**src/rtl/eth_pcs_block_lock.sv**
```systemverilog
// 64b/66b sync-header block lock FSM with RX gearbox slip control; optional header error count via ETH_PCS_LOCK_ERR_CNT_EN.
// Latency: o_slip and o_block_lock are registered one cycle after the header; o_descr_clk_en is combinational.
// Backpressure: none; i_clk_en=0 freezes all state, and o_slip is a self-clearing single-cycle pulse.
module eth_pcs_block_lock #(
    parameter int SH_CNT_MAX     = 64,
    parameter int SH_INVALID_MAX = 16,
    parameter int SLIP_HOLDOFF   = 4
) (
    input  logic       i_clk,
    input  logic       i_reset,
    input  logic       i_clk_en,
    input  logic       i_hdr_valid,
    input  logic [1:0] i_hdr,
    output logic       o_slip,
    output logic       o_block_lock,
    output logic       o_descr_clk_en,
    output logic [7:0] o_hdr_err_cnt
);
    localparam int CW = $clog2(SH_CNT_MAX + 1);
    localparam int IW = $clog2(SH_INVALID_MAX + 1);
    localparam int HW = $clog2(SLIP_HOLDOFF + 1);
    localparam logic [CW-1:0] CNT_MAX   = CW'(SH_CNT_MAX);
    localparam logic [IW-1:0] INV_MAX   = IW'(SH_INVALID_MAX);
    localparam logic [HW-1:0] HOLD_LAST = HW'(SLIP_HOLDOFF - 1);

    typedef enum logic [1:0] {HUNT, LOCKED, SLIP} state_t;

    state_t        state, state_nxt;
    logic [CW-1:0] sh_cnt, sh_cnt_nxt, sh_cnt_inc;
    logic [IW-1:0] sh_invalid_cnt, sh_invalid_nxt, sh_invalid_inc;
    logic [HW-1:0] hold_cnt, hold_nxt;
    logic          slip_nxt, lock_nxt;
    logic          hdr_stb, hdr_ok;

    assign hdr_stb        = i_clk_en & i_hdr_valid;
    assign hdr_ok         = i_hdr[1] ^ i_hdr[0];
    // Both counters are cleared before reaching their max, so the increments cannot wrap.
    assign sh_cnt_inc     = sh_cnt + 1'b1;
    assign sh_invalid_inc = sh_invalid_cnt + IW'(!hdr_ok);
    assign o_descr_clk_en = i_clk_en & o_block_lock;

    always_ff @(posedge i_clk or posedge i_reset) begin
        if (i_reset) begin
            state          <= HUNT;
            sh_cnt         <= '0;
            sh_invalid_cnt <= '0;
            hold_cnt       <= '0;
            o_slip         <= 1'b0;
            o_block_lock   <= 1'b0;
        end else begin
            state          <= state_nxt;
            sh_cnt         <= sh_cnt_nxt;
            sh_invalid_cnt <= sh_invalid_nxt;
            hold_cnt       <= hold_nxt;
            o_slip         <= slip_nxt;
            o_block_lock   <= lock_nxt;
        end
    end

    always_comb begin
        state_nxt      = state;
        sh_cnt_nxt     = sh_cnt;
        sh_invalid_nxt = sh_invalid_cnt;
        hold_nxt       = hold_cnt;
        slip_nxt       = 1'b0;
        lock_nxt       = o_block_lock;
        case (state)
            HUNT: begin
                if (hdr_stb) begin
                    if (!hdr_ok) begin
                        state_nxt      = SLIP;
                        sh_cnt_nxt     = '0;
                        sh_invalid_nxt = '0;
                        hold_nxt       = '0;
                        slip_nxt       = 1'b1;
                    end else if (sh_cnt_inc == CNT_MAX) begin
                        state_nxt      = LOCKED;
                        sh_cnt_nxt     = '0;
                        sh_invalid_nxt = '0;
                        lock_nxt       = 1'b1;
                    end else begin
                        sh_cnt_nxt     = sh_cnt_inc;
                    end
                end
            end
            LOCKED: begin
                // Loss of lock is tested first so it wins over a window closing on the same header.
                if (hdr_stb) begin
                    if (sh_invalid_inc == INV_MAX) begin
                        state_nxt      = SLIP;
                        sh_cnt_nxt     = '0;
                        sh_invalid_nxt = '0;
                        hold_nxt       = '0;
                        slip_nxt       = 1'b1;
                        lock_nxt       = 1'b0;
                    end else if (sh_cnt_inc == CNT_MAX) begin
                        sh_cnt_nxt     = '0;
                        sh_invalid_nxt = '0;
                    end else begin
                        sh_cnt_nxt     = sh_cnt_inc;
                        sh_invalid_nxt = sh_invalid_inc;
                    end
                end
            end
            SLIP: begin
                if (i_clk_en) begin
                    if (hold_cnt == HOLD_LAST) begin
                        state_nxt = HUNT;
                        hold_nxt  = '0;
                    end else begin
                        hold_nxt  = hold_cnt + 1'b1;
                    end
                end
            end
            default: state_nxt = HUNT;
        endcase
    end

`ifdef ETH_PCS_LOCK_ERR_CNT_EN
    logic err_inc;
    assign err_inc = (state == LOCKED) & hdr_stb & !hdr_ok;

    always_ff @(posedge i_clk or posedge i_reset) begin
        if (i_reset) begin
            o_hdr_err_cnt <= '0;
        end else if (err_inc && (o_hdr_err_cnt != 8'hFF)) begin
            o_hdr_err_cnt <= o_hdr_err_cnt + 8'd1;
        end
    end
`else
    assign o_hdr_err_cnt = '0;
`endif

endmodule

```
**config.mk**
```make
export PLATFORM = sky130hd
export DESIGN_NAME = eth_pcs_block_lock
export DESIGN_NICKNAME = d
export VERILOG_FILES = /design/src/rtl/eth_pcs_block_lock.sv
export SDC_FILE = /design/constraint.sdc
export NUM_CORES = 1
export LEC_CHECK = 0
export ABC_CLOCK_PERIOD_IN_PS = 1800
export CAP_MARGIN = 10
export CORE_MARGIN = 2
export CORE_UTILIZATION = 48
export CTS_BUF_LIST = sky130_fd_sc_hd__clkbuf_8 sky130_fd_sc_hd__clkbuf_16
export CTS_CLUSTER_SIZE = 25
export DETAILED_ROUTE_END_ITERATION = 8
export HOLD_SLACK_MARGIN = 0.12
export PLACE_DENSITY_LB_ADDON = 0.2
export SLEW_MARGIN = 15
export SYNTH_ARGS = -nofsm -noshare
export SYNTH_HDL_FRONTEND = slang
export SYNTH_SLANG_ARGS = --single-unit
```
**constraint.sdc**
```tcl
create_clock -name i_clk -period 1.8 [get_ports i_clk]
set_input_delay 0.18 -clock i_clk [delete_from_list [all_inputs] [get_ports i_clk]]
set_output_delay 0.18 -clock i_clk [all_outputs]
set_load 0.05 [all_outputs]
```
======== After elaboration in Yosys (flattened, before gate mapping) ========
Index checks and enable logic that the tools add are counted.
storage, ports and cells
  output and inout port bits .............. 11
  bits of input ports ..................... 6
  register bits after elaboration ......... 19
operators by class
  muxes and demuxes ....................... 39
  reductions and logical operators ........ 9
  bitwise logic cells ..................... 3
  add/sub/neg operators ................... 3
  eq/ne operators ......................... 14
operators with widths
  operator                                                               number
  7-bit 2-to-1 mux                                                       5
  5-bit 2-to-1 mux                                                       6
  3-bit 2-to-1 mux                                                       6
  6-bit AND reduction                                                    3
  2-bit != test, second input constant                                   8
  2-bit 2-to-1 mux                                                       7
  7-bit case mux with 2 select lines                                     1
  5-bit case mux with 2 select lines                                     1
  1-bit 2-to-1 mux                                                       9
  3-bit case mux with 3 select lines                                     1
  7-bit by 1-bit adder with 7-bit output, second input constant          1
  7-bit equality test, second input constant                             1
  2-bit case mux with 3 select lines                                     1
  5-bit by 1-bit adder with 5-bit output                                 1
  5-bit equality test, second input constant                             1
  1-bit case mux with 2 select lines                                     2
  4-bit AND reduction                                                    1
  3-bit by 1-bit adder with 3-bit output, second input constant          1
  3-bit by 2-bit equality test with 1-bit output, second input constant  1
  3-bit != test, second input constant                                   1
  3-bit AND reduction                                                    1
  3-bit nonzero test                                                     1
  1-bit AND                                                              2
  2-bit by 1-bit equality test with 1-bit output, second input constant  1
  5 further kinds                                                        5

======== Longest topological paths before layout ========
Gate-level depths: netlist (run 1).
  word-level depth ........................ 7
  gate-level depth with buffers ........... 8

======== Least setup slack after synthesis (run 1) ========
OpenSTA, ideal clock, no wires.
  kind .................................... input to register
  start ................................... in i_hdr[0]
  end ..................................... reg hold_cnt[0]
  stages .................................. 8
  path slack .............................. -353 ps
  arrival time ............................ 2026 ps
  buffers on the path ..................... 0
  setup time .............................. 128 ps
  cells stage by stage .................... xnor2_1 -> ha_1 -> ha_1 -> nor3b_1 -> a31oi_1 -> nor2_1 -> o211a_1 -> mux2_1
between the ends
  cells in the longest elaborated chain, start to end .. 6
ends and longest elaborated chain
  what                                    RTL line  source
  from (decl)                             13        input logic [1:0] i_hdr,
  1-bit XOR *                             36        assign hdr_ok = i_hdr[1] ^ i_hdr[0];
  1-bit zero test                         n/a
  5-bit by 1-bit adder with 5-bit output  39        assign sh_invalid_inc = sh_invalid_cnt + IW'(!hdr_ok);
  5-bit equality test                     89        if (sh_invalid_inc == INV_MAX) begin
  2-bit != test (no line)                 n/a
  6-bit AND reduction (no line) *         n/a
  to (signal assigned)                    54        hold_cnt <= hold_nxt;
  to (decl)                               31        logic [HW-1:0] hold_cnt, hold_nxt;
Every way passes the cells marked *; elsewhere a longest branch is shown, timed or not.
A chain may end at the register's enable or synchronous reset.

======== Final worst setup path (run 1) ========
  start ................................... reg sh_invalid_cnt[0]
  end ..................................... reg hold_cnt[0]
between the ends
  cells in the longest elaborated chain, start to end .. 4
ends and longest elaborated chain
  what                                    RTL line  source
  from (decl)                             30        logic [IW-1:0] sh_invalid_cnt, sh_invalid_nxt, sh_invalid_inc;
  from (signal assigned)                  53        sh_invalid_cnt <= sh_invalid_nxt;
  5-bit by 1-bit adder with 5-bit output  39
  5-bit equality test                     89
  2-bit != test (no line)                 n/a
  6-bit AND reduction (no line)           n/a
No other way between the ends.

==> impl_metrics.env, run 1 <==
export IMPL_die_height_microns=54.7
export IMPL_dpl_cell_area_sq_um=1540
export IMPL_path_clk_slew_ns=0.07
export IMPL_hold_violations=0
export IMPL_via_count_of_the_first_global_routing_pass=1080
export IMPL_combPwrFrac=0.442
export IMPL_synth_warning_count=0
export IMPL_number_of_search_and_repair_iterations_in_the_first_detailed_routing_pass=4
export IMPL_failing_checks="setup timing"
export IMPL_post_place_cells=187
export IMPL_globalplace_congestion=0.858
export IMPL_synth_cell_area_sq_um=1230
export IMPL_final_net_count=184
export IMPL_die_w_microns=54.7
export IMPL_core_area_sq_um=2450
export IMPL_ys_seq_elements=19
export IMPL_fillers=186
export IMPL_async_flop_share=1.00
export IMPL_clock_insertion_delay_worst_skew_ns=0.26
export IMPL_synthFlopType="sky130_fd_sc_hd__dfrtp_1"
export IMPL_maxCapViolations=0
export IMPL_p_leak_uw=0.000783
export IMPL_dpl_worst_slack_ns=-0.628
export IMPL_antenna_found_initial=0
export IMPL_post_synthesis_sequential_area_ratio=0.386
export IMPL_drc=0
export IMPL_drive_gt1_frac=0.399
export IMPL_critPathLaunch="sh_invalid_cnt[0]"
export IMPL_cts_sinks=19
export IMPL_dieArea_sq_um=2990
export IMPL_antenna_cells_inserted=0
export IMPL_initial_utilization=0.502
export IMPL_clockBufferDepth=2
export IMPL_required_ns=1.94
export IMPL_cell_internal_pwr_uw=1030
export IMPL_ctsHtreeMaxLevel=1
export IMPL_grt_pass1_wl_mm=5.02
export IMPL_multi_input_comb_area_sq_um=850
export IMPL_power_switching_share=0.376
export IMPL_layout_cell_area_non_filler_sq_um=1780
export IMPL_power_density_nw_per_um2=931
export IMPL_grt_usage=0.237
export IMPL_number_of_drc_markers_after_the_initial_detailed_route_iteration=32
export IMPL_syn_mean_instance_area_sq_um=9.41
export IMPL_final_critical_period_ns=1.89
export IMPL_grt_start_max_net_pins=20
export IMPL_drv_slew=0
export IMPL_area_delta_synth_final_pct=44.5
export IMPL_grt_remaining_overflow=0
export IMPL_sequential_cell_area_sq_um=475
export IMPL_status="complete, but fails checks"
export IMPL_fmax_mhz=528
export IMPL_tritoncts_clock_tree="built"
export IMPL_drtAntennaViolNets=0
export IMPL_floorplan_rows=18
export IMPL_switching_power_uw=624
export IMPL_wl_per_cell_microns=16.9
export IMPL_timing_worst_setup_path_type="flip-flop to flip-flop"
export IMPL_clockPowerShare=0.177
export IMPL_synthesis_instances=131
export IMPL_clock_root_buffer_master="sky130_fd_sc_hd__clkbuf_8"
export IMPL_ios=17
export IMPL_synth_distinct_cells=44
export IMPL_cp_arrival_ns=2.04
export IMPL_skew_ns=0.00322
export IMPL_holdBufCountCts=0
export IMPL_grt_setup_unrepaired="true"
export IMPL_power_frac_seq=0.381
export IMPL_postLayoutSetupSlackWorst_ns=-0.0947
export IMPL_post_drt_via_cell_ratio=5.79
export IMPL_cts_made_buffers=3
export IMPL_route_vias_total=1175
export IMPL_ir_worst_vdd_v=0.000853
export IMPL_critPathLaunchType="flip-flop"
export IMPL_worstHoldPathType="primary input to asynchronous set/reset pin"
export IMPL_instances_no_fill=203
export IMPL_synth_edff_count=0
export IMPL_detailedPlacementHpwl_mm=2.17
export IMPL_worst_path_max_fanout=4
export IMPL_crit_path_end_kind="flip-flop"
export IMPL_io_buffers=8
export IMPL_setup_viol=11
export IMPL_r2r_start="sh_invalid_cnt[0]"
export IMPL_totalWireLength_mm=3.43
export IMPL_period_share=1.05
## per-stage QoR
step	util	hold WS (ns)	setup TNS, ns	total power, uW
2_1_floorplan	-	0.131	-0.155	1000
3_3_place_gp	0.629	0.498	-5.63	1200
3_5_place_dp	0.629	0.501	-6.86	1240
4_1_cts	0.684	0.254	-0.242	1580
5_1_grt	0.725	0.279	-1.87	1750
6_report	0.725	0.249	-0.740	1660
## state kept, by name (all words and copies together) (netlist names)
register / flops
o_block_lock: 1
sh_invalid_cnt: 5
state: 2
hold_cnt: 3
sh_cnt: 7
o_slip: 1
## final timing paths
check | endpoint | cells past startpoint | slack [ns]
hold / removal | sh_cnt[4] | 3 | 0.25
hold reg to reg | hold_cnt[1] | 1 | 0.53
max in group asynchronous | sh_invalid_cnt[4] | 3 | 1.34
setup / recovery | hold_cnt[0] | 7 | -0.09
min in group i_clk | hold_cnt[1] | 1 | 0.53
setup reg to reg | hold_cnt[0] | 7 | -0.09
## final cells by class
cell class                 instances  area share
multi-input combinational        104       0.477
sequential                        19       0.267
timing repair buffer              43       0.203
clock buffer                       3      0.0232
tap                               30      0.0211
inverter                           3     0.00632
clock inverter                     1     0.00211
## power groups by stage
stage / clock, uW / combinational (uW) / sequential (uW)
3_5_place_dp: 0 / 611 / 628
3_3_place_gp: 0 / 580 / 620
4_1_cts: 305 / 648 / 623
6_report: 294 / 732 / 631
5_1_grt: 334 / 779 / 640
2_1_floorplan: 0 / 368 / 634
## layer usage
layer  track usage  wire length [microns]  vias to the layer above
li1              -                      -                      545
met4        0.0917                     46                        0
met1         0.301                   1370                      593
met2         0.399                   1890                       29
met5             0                      0                        -
met3        0.0383                    119                        8
## worst max-delay path, cell delays in order (launching register included)
cell,delay (ns)
sky130_fd_sc_hd__dfrtp_1,0.42
sky130_fd_sc_hd__ha_4,0.20
sky130_fd_sc_hd__ha_4,0.17
sky130_fd_sc_hd__nor3b_4,0.18
sky130_fd_sc_hd__a31oi_2,0.08
sky130_fd_sc_hd__nor2_2,0.17
sky130_fd_sc_hd__o211a_1,0.25
sky130_fd_sc_hd__mux2_4,0.32
## cell families (layout without fill, tap and decap cells)
kind of cell | Yosys count | in the layout | share of synthesized area
XOR/XNOR | 3 | 3 | 0.0213
multiplexers | 3 | 3 | 0.0264
AND/OR/NAND/NOR | 47 | 47 | 0.210
flip-flops | 19 | 19 | 0.386
buffers and inverters | 15 | 50 | 0.0761
AO/OA/AOI/OAI | 39 | 39 | 0.237
adder cells (fa/ha/maj) | 4 | 4 | 0.0406
other | 1 | 8 | 0.00304
## layout by cell type, fill, tap and decap left out, types with 3 or more instances in the layout
master / n
sky130_fd_sc_hd__a21o_1: 4
sky130_fd_sc_hd__o21ai_0: 4
sky130_fd_sc_hd__buf_4: 32
sky130_fd_sc_hd__nand2_1: 14
sky130_fd_sc_hd__nor2_1: 6
sky130_fd_sc_hd__clkdlybuf4s50_1: 5
sky130_fd_sc_hd__conb_1: 8
sky130_fd_sc_hd__clkbuf_8: 3
sky130_fd_sc_hd__o21ai_2: 5
sky130_fd_sc_hd__o21ai_1: 3
sky130_fd_sc_hd__nand3_1: 4
sky130_fd_sc_hd__a31oi_2: 3
sky130_fd_sc_hd__dfrtp_1: 19
sky130_fd_sc_hd__buf_6: 3
sky130_fd_sc_hd__inv_1: 3
## synthesized netlist by cell type, types with 2 or more instances
cell / instances / area [sq um]
sky130_fd_sc_hd__nand3_1: 4 / 20.0
sky130_fd_sc_hd__and2_1: 2 / 12.5
sky130_fd_sc_hd__or3_1: 3 / 18.8
sky130_fd_sc_hd__nor2_1: 8 / 30.0
sky130_fd_sc_hd__buf_4: 8 / 60.1
sky130_fd_sc_hd__nor3b_1: 3 / 22.5
sky130_fd_sc_hd__nand2_1: 14 / 52.6
sky130_fd_sc_hd__xnor2_1: 2 / 17.5
sky130_fd_sc_hd__mux2_1: 2 / 22.5
sky130_fd_sc_hd__a22o_1: 2 / 17.5
sky130_fd_sc_hd__o21bai_1: 2 / 15.0
sky130_fd_sc_hd__nor3_1: 3 / 15.0
sky130_fd_sc_hd__o21ai_0: 5 / 25.0
sky130_fd_sc_hd__inv_1: 2 / 7.51
sky130_fd_sc_hd__clkbuf_1: 3 / 11.3
sky130_fd_sc_hd__ha_1: 4 / 50.1
sky130_fd_sc_hd__a31oi_1: 3 / 18.8
sky130_fd_sc_hd__a32o_1: 2 / 20.0
sky130_fd_sc_hd__nand3b_1: 2 / 15.0
sky130_fd_sc_hd__a21oi_1: 3 / 15.0
sky130_fd_sc_hd__a21o_1: 4 / 30.0
sky130_fd_sc_hd__nor2b_1: 2 / 12.5
sky130_fd_sc_hd__o21ai_1: 8 / 40.0
sky130_fd_sc_hd__o2bb2ai_1: 2 / 17.5
sky130_fd_sc_hd__dfrtp_1: 19 / 475
## repair_timing
| action | CTS | global route |
|---|---|---|
| pin swaps | 4 | 10 |
| hold endpoints to repair | 0 | 0 |
| endpoints found under the setup margin | 19 | 18 |
| cloned | 1 | 0 |
| buffers inserted | 7 | 4 |
| resized for setup | 11 | 17 |
No activity file was read; power rests on OpenSTA's default activity.
==> run 2, diff against run 1 <==
- SKIP_CTS_REPAIR_TIMING: unset -> 1
==> run 2 against run 1 <==
The run still ends with setup timing left. Via count shrank 3.1%. Highest routed layer unchanged. Largest power group unchanged. Critical path type unchanged. Count of clock-buffer cells in the layout is the same. Non-clock buffer count shrank 5.
==> impl_metrics.env, run 2 (synthesis gave the netlist of run 1 again) <==
export IMPL_number_of_drc_markers_after_the_initial_detailed_route_iteration=38
export IMPL_instances_no_fill=198
export IMPL_grt_util_met1=0.255
export IMPL_switching_power_uw=599
export IMPL_finalPower_uw=1620
export IMPL_grt_start_max_net_pins=20
export IMPL_clockBufferDepth=2
export IMPL_ctsHtreeMaxLevel=1
export IMPL_number_of_search_and_repair_iterations_in_the_first_detailed_routing_pass=4
export IMPL_drive_gt1_frac=0.339
export IMPL_die_w_microns=54.7
export IMPL_cts_made_buffers=3
export IMPL_via_count_of_the_first_global_routing_pass=1006
export IMPL_initial_utilization=0.502
export IMPL_tritoncts_clock_tree="built"
export IMPL_area_delta_synth_final_pct=40.1
export IMPL_required_ns=1.94
export IMPL_globalplace_congestion=0.858
export IMPL_groute_layer_met2_usage=0.369
export IMPL_skew_ns=0.00182
export IMPL_floorplan_rows=18
export IMPL_timing_reg2reg_setup_slack_ns=-0.13
export IMPL_cp_arrival_ns=2.07
export IMPL_drc=0
export IMPL_power_frac_seq=0.390
export IMPL_critical_register_to_register_path_endpoint="hold_cnt[0]"
export IMPL_postLayoutSetupSlackWorst_ns=-0.128
export IMPL_hold_violations=0
export IMPL_post_place_cells=187
export IMPL_fmax_mhz=519
export IMPL_layout_top_registers="sh_cnt: 7 flops, sh_invalid_cnt: 5 flops, hold_cnt: 3 flops"
export IMPL_grt_use_met3=0.0355
export IMPL_worst_path_max_fanout=4
export IMPL_antenna_found_initial=0
export IMPL_final_net_count=179
export IMPL_critPathLaunchType="flip-flop"
export IMPL_r2r_start="sh_invalid_cnt[0]"
export IMPL_crit_path_end_kind="flip-flop"
export IMPL_grt_pass1_wl_mm=4.49
export IMPL_drtAntennaViolNets=0
export IMPL_period_share=1.07
export IMPL_setup_viol=11
export IMPL_grt_setup_unrepaired="true"
export IMPL_number_of_flip_flops_in_the_largest_register=7
export IMPL_clockPowerShare=0.179
export IMPL_antenna_cells_inserted=0
export IMPL_final_critical_period_ns=1.93
export IMPL_route_vias_total=1138
export IMPL_wl_per_cell_microns=15.5
export IMPL_clock_insertion_delay_worst_skew_ns=0.25
export IMPL_power_density_nw_per_um2=936
export IMPL_detailedPlacementHpwl_mm=2.17
export IMPL_grt_busiest_layer="met2"
export IMPL_failing_checks="setup timing"
export IMPL_reg2regPathDepth=7
export IMPL_timing_worst_setup_path_type="flip-flop to flip-flop"
export IMPL_cell_internal_pwr_uw=1020
export IMPL_worstHoldPathType="primary input to asynchronous set/reset pin"
export IMPL_die_height_microns=54.7
export IMPL_top_register="sh_cnt"
export IMPL_combPwrFrac=0.431
export IMPL_core_area_sq_um=2450
export IMPL_ir_worst_vdd_v=0.000821
export IMPL_maxCapViolations=0
export IMPL_dieArea_sq_um=2990
export IMPL_fin_tns_setup_ns=-0.494
export IMPL_grt_usage=0.210
export IMPL_final_common_cell="sky130_fd_sc_hd__buf_4"
export IMPL_grt_remaining_overflow=0
export IMPL_layout_common_cells="28 x sky130_fd_sc_hd__buf_4, 19 x sky130_fd_sc_hd__dfrtp_1, 14 x sky130_fd_sc_hd__nand2_1"
export IMPL_status="complete, but fails checks"
export IMPL_path_clk_slew_ns=0.07
export IMPL_clock_root_buffer_master="sky130_fd_sc_hd__clkbuf_8"
export IMPL_drv_slew=0
export IMPL_power_switching_share=0.370
export IMPL_totalWireLength_mm=3.06
export IMPL_cts_sinks=19
export IMPL_ios=17
export IMPL_io_buffers=8
export IMPL_p_leak_uw=0.000769
export IMPL_post_drt_via_cell_ratio=5.75
==> run 2: changes by cell type in the layout (fill, tap and decap cells not counted), sizes merged <==
cell | previous run | this run
dlygate4sd2 | 2 | 0
buf | 36 | 31
dlymetal6s2s | 0 | 2
==> run 2: power by group through the flow <==
stage	combinational (uW)	clock [uW]	sequential [uW]
2_1_floorplan	368	0	634
3_3_place_gp	580	0	620
3_5_place_dp	611	0	628
4_1_cts	609	305	622
5_1_grt	742	327	636
6_report	697	290	630
==> run 2: worst max path at each step <==
stage | start | to | slack (ns) | cells after the start
finish | sh_invalid_cnt[0] | hold_cnt[0] | -0.13 | 7
global route | sh_invalid_cnt[0] | hold_cnt[0] | -0.20 | 7
CTS | i_hdr[1] | hold_cnt[0] | -0.35 | 8
detailed placement | i_hdr[1] | hold_cnt[0] | -0.63 | 8
global placement | i_hdr[1] | hold_cnt[0] | -0.54 | 8
floorplan | sh_cnt[0] | sh_invalid_cnt[1] | -0.05 | 6
==> run 2: layer usage <==
metal,part of all wire,vias up
met5,0,-
met4,0.0098,0
met3,0.030,4
met2,0.54,31
met1,0.42,561
li1,-,542
==> run 2: per-stage QoR <==
step | utilization | hold slack [ns] | cell area, sq um | setup slack (ns)
2_1_floorplan | - | 0.131 | 1330 | -0.0493
3_3_place_gp | 0.629 | 0.498 | 1540 | -0.544
3_5_place_dp | 0.629 | 0.501 | 1540 | -0.628
4_1_cts | 0.647 | 0.254 | 1590 | -0.347
5_1_grt | 0.703 | 0.281 | 1730 | -0.203
6_report | 0.703 | 0.247 | 1730 | -0.128
==> run 2: area by class of cell <==
cell class	instances	area [sq um]
Multi-Input combinational cell	104	830
Fill cell	192	728
Sequential cell	19	475
Timing Repair Buffer	38	328
Clock buffer	3	41.3
Tap cell	30	37.5
Inverter	3	11.3
Clock inverter	1	3.75
==> run 2: worst max-delay path, stage by stage (launching register included) <==
cell and delay [ns]:
sky130_fd_sc_hd__dfrtp_1 0.41, sky130_fd_sc_hd__ha_4 0.19, sky130_fd_sc_hd__ha_4 0.18, sky130_fd_sc_hd__nor3b_4 0.25, sky130_fd_sc_hd__a31oi_4 0.08, sky130_fd_sc_hd__nor2_2 0.15
sky130_fd_sc_hd__o211a_1 0.23, sky130_fd_sc_hd__mux2_4 0.32
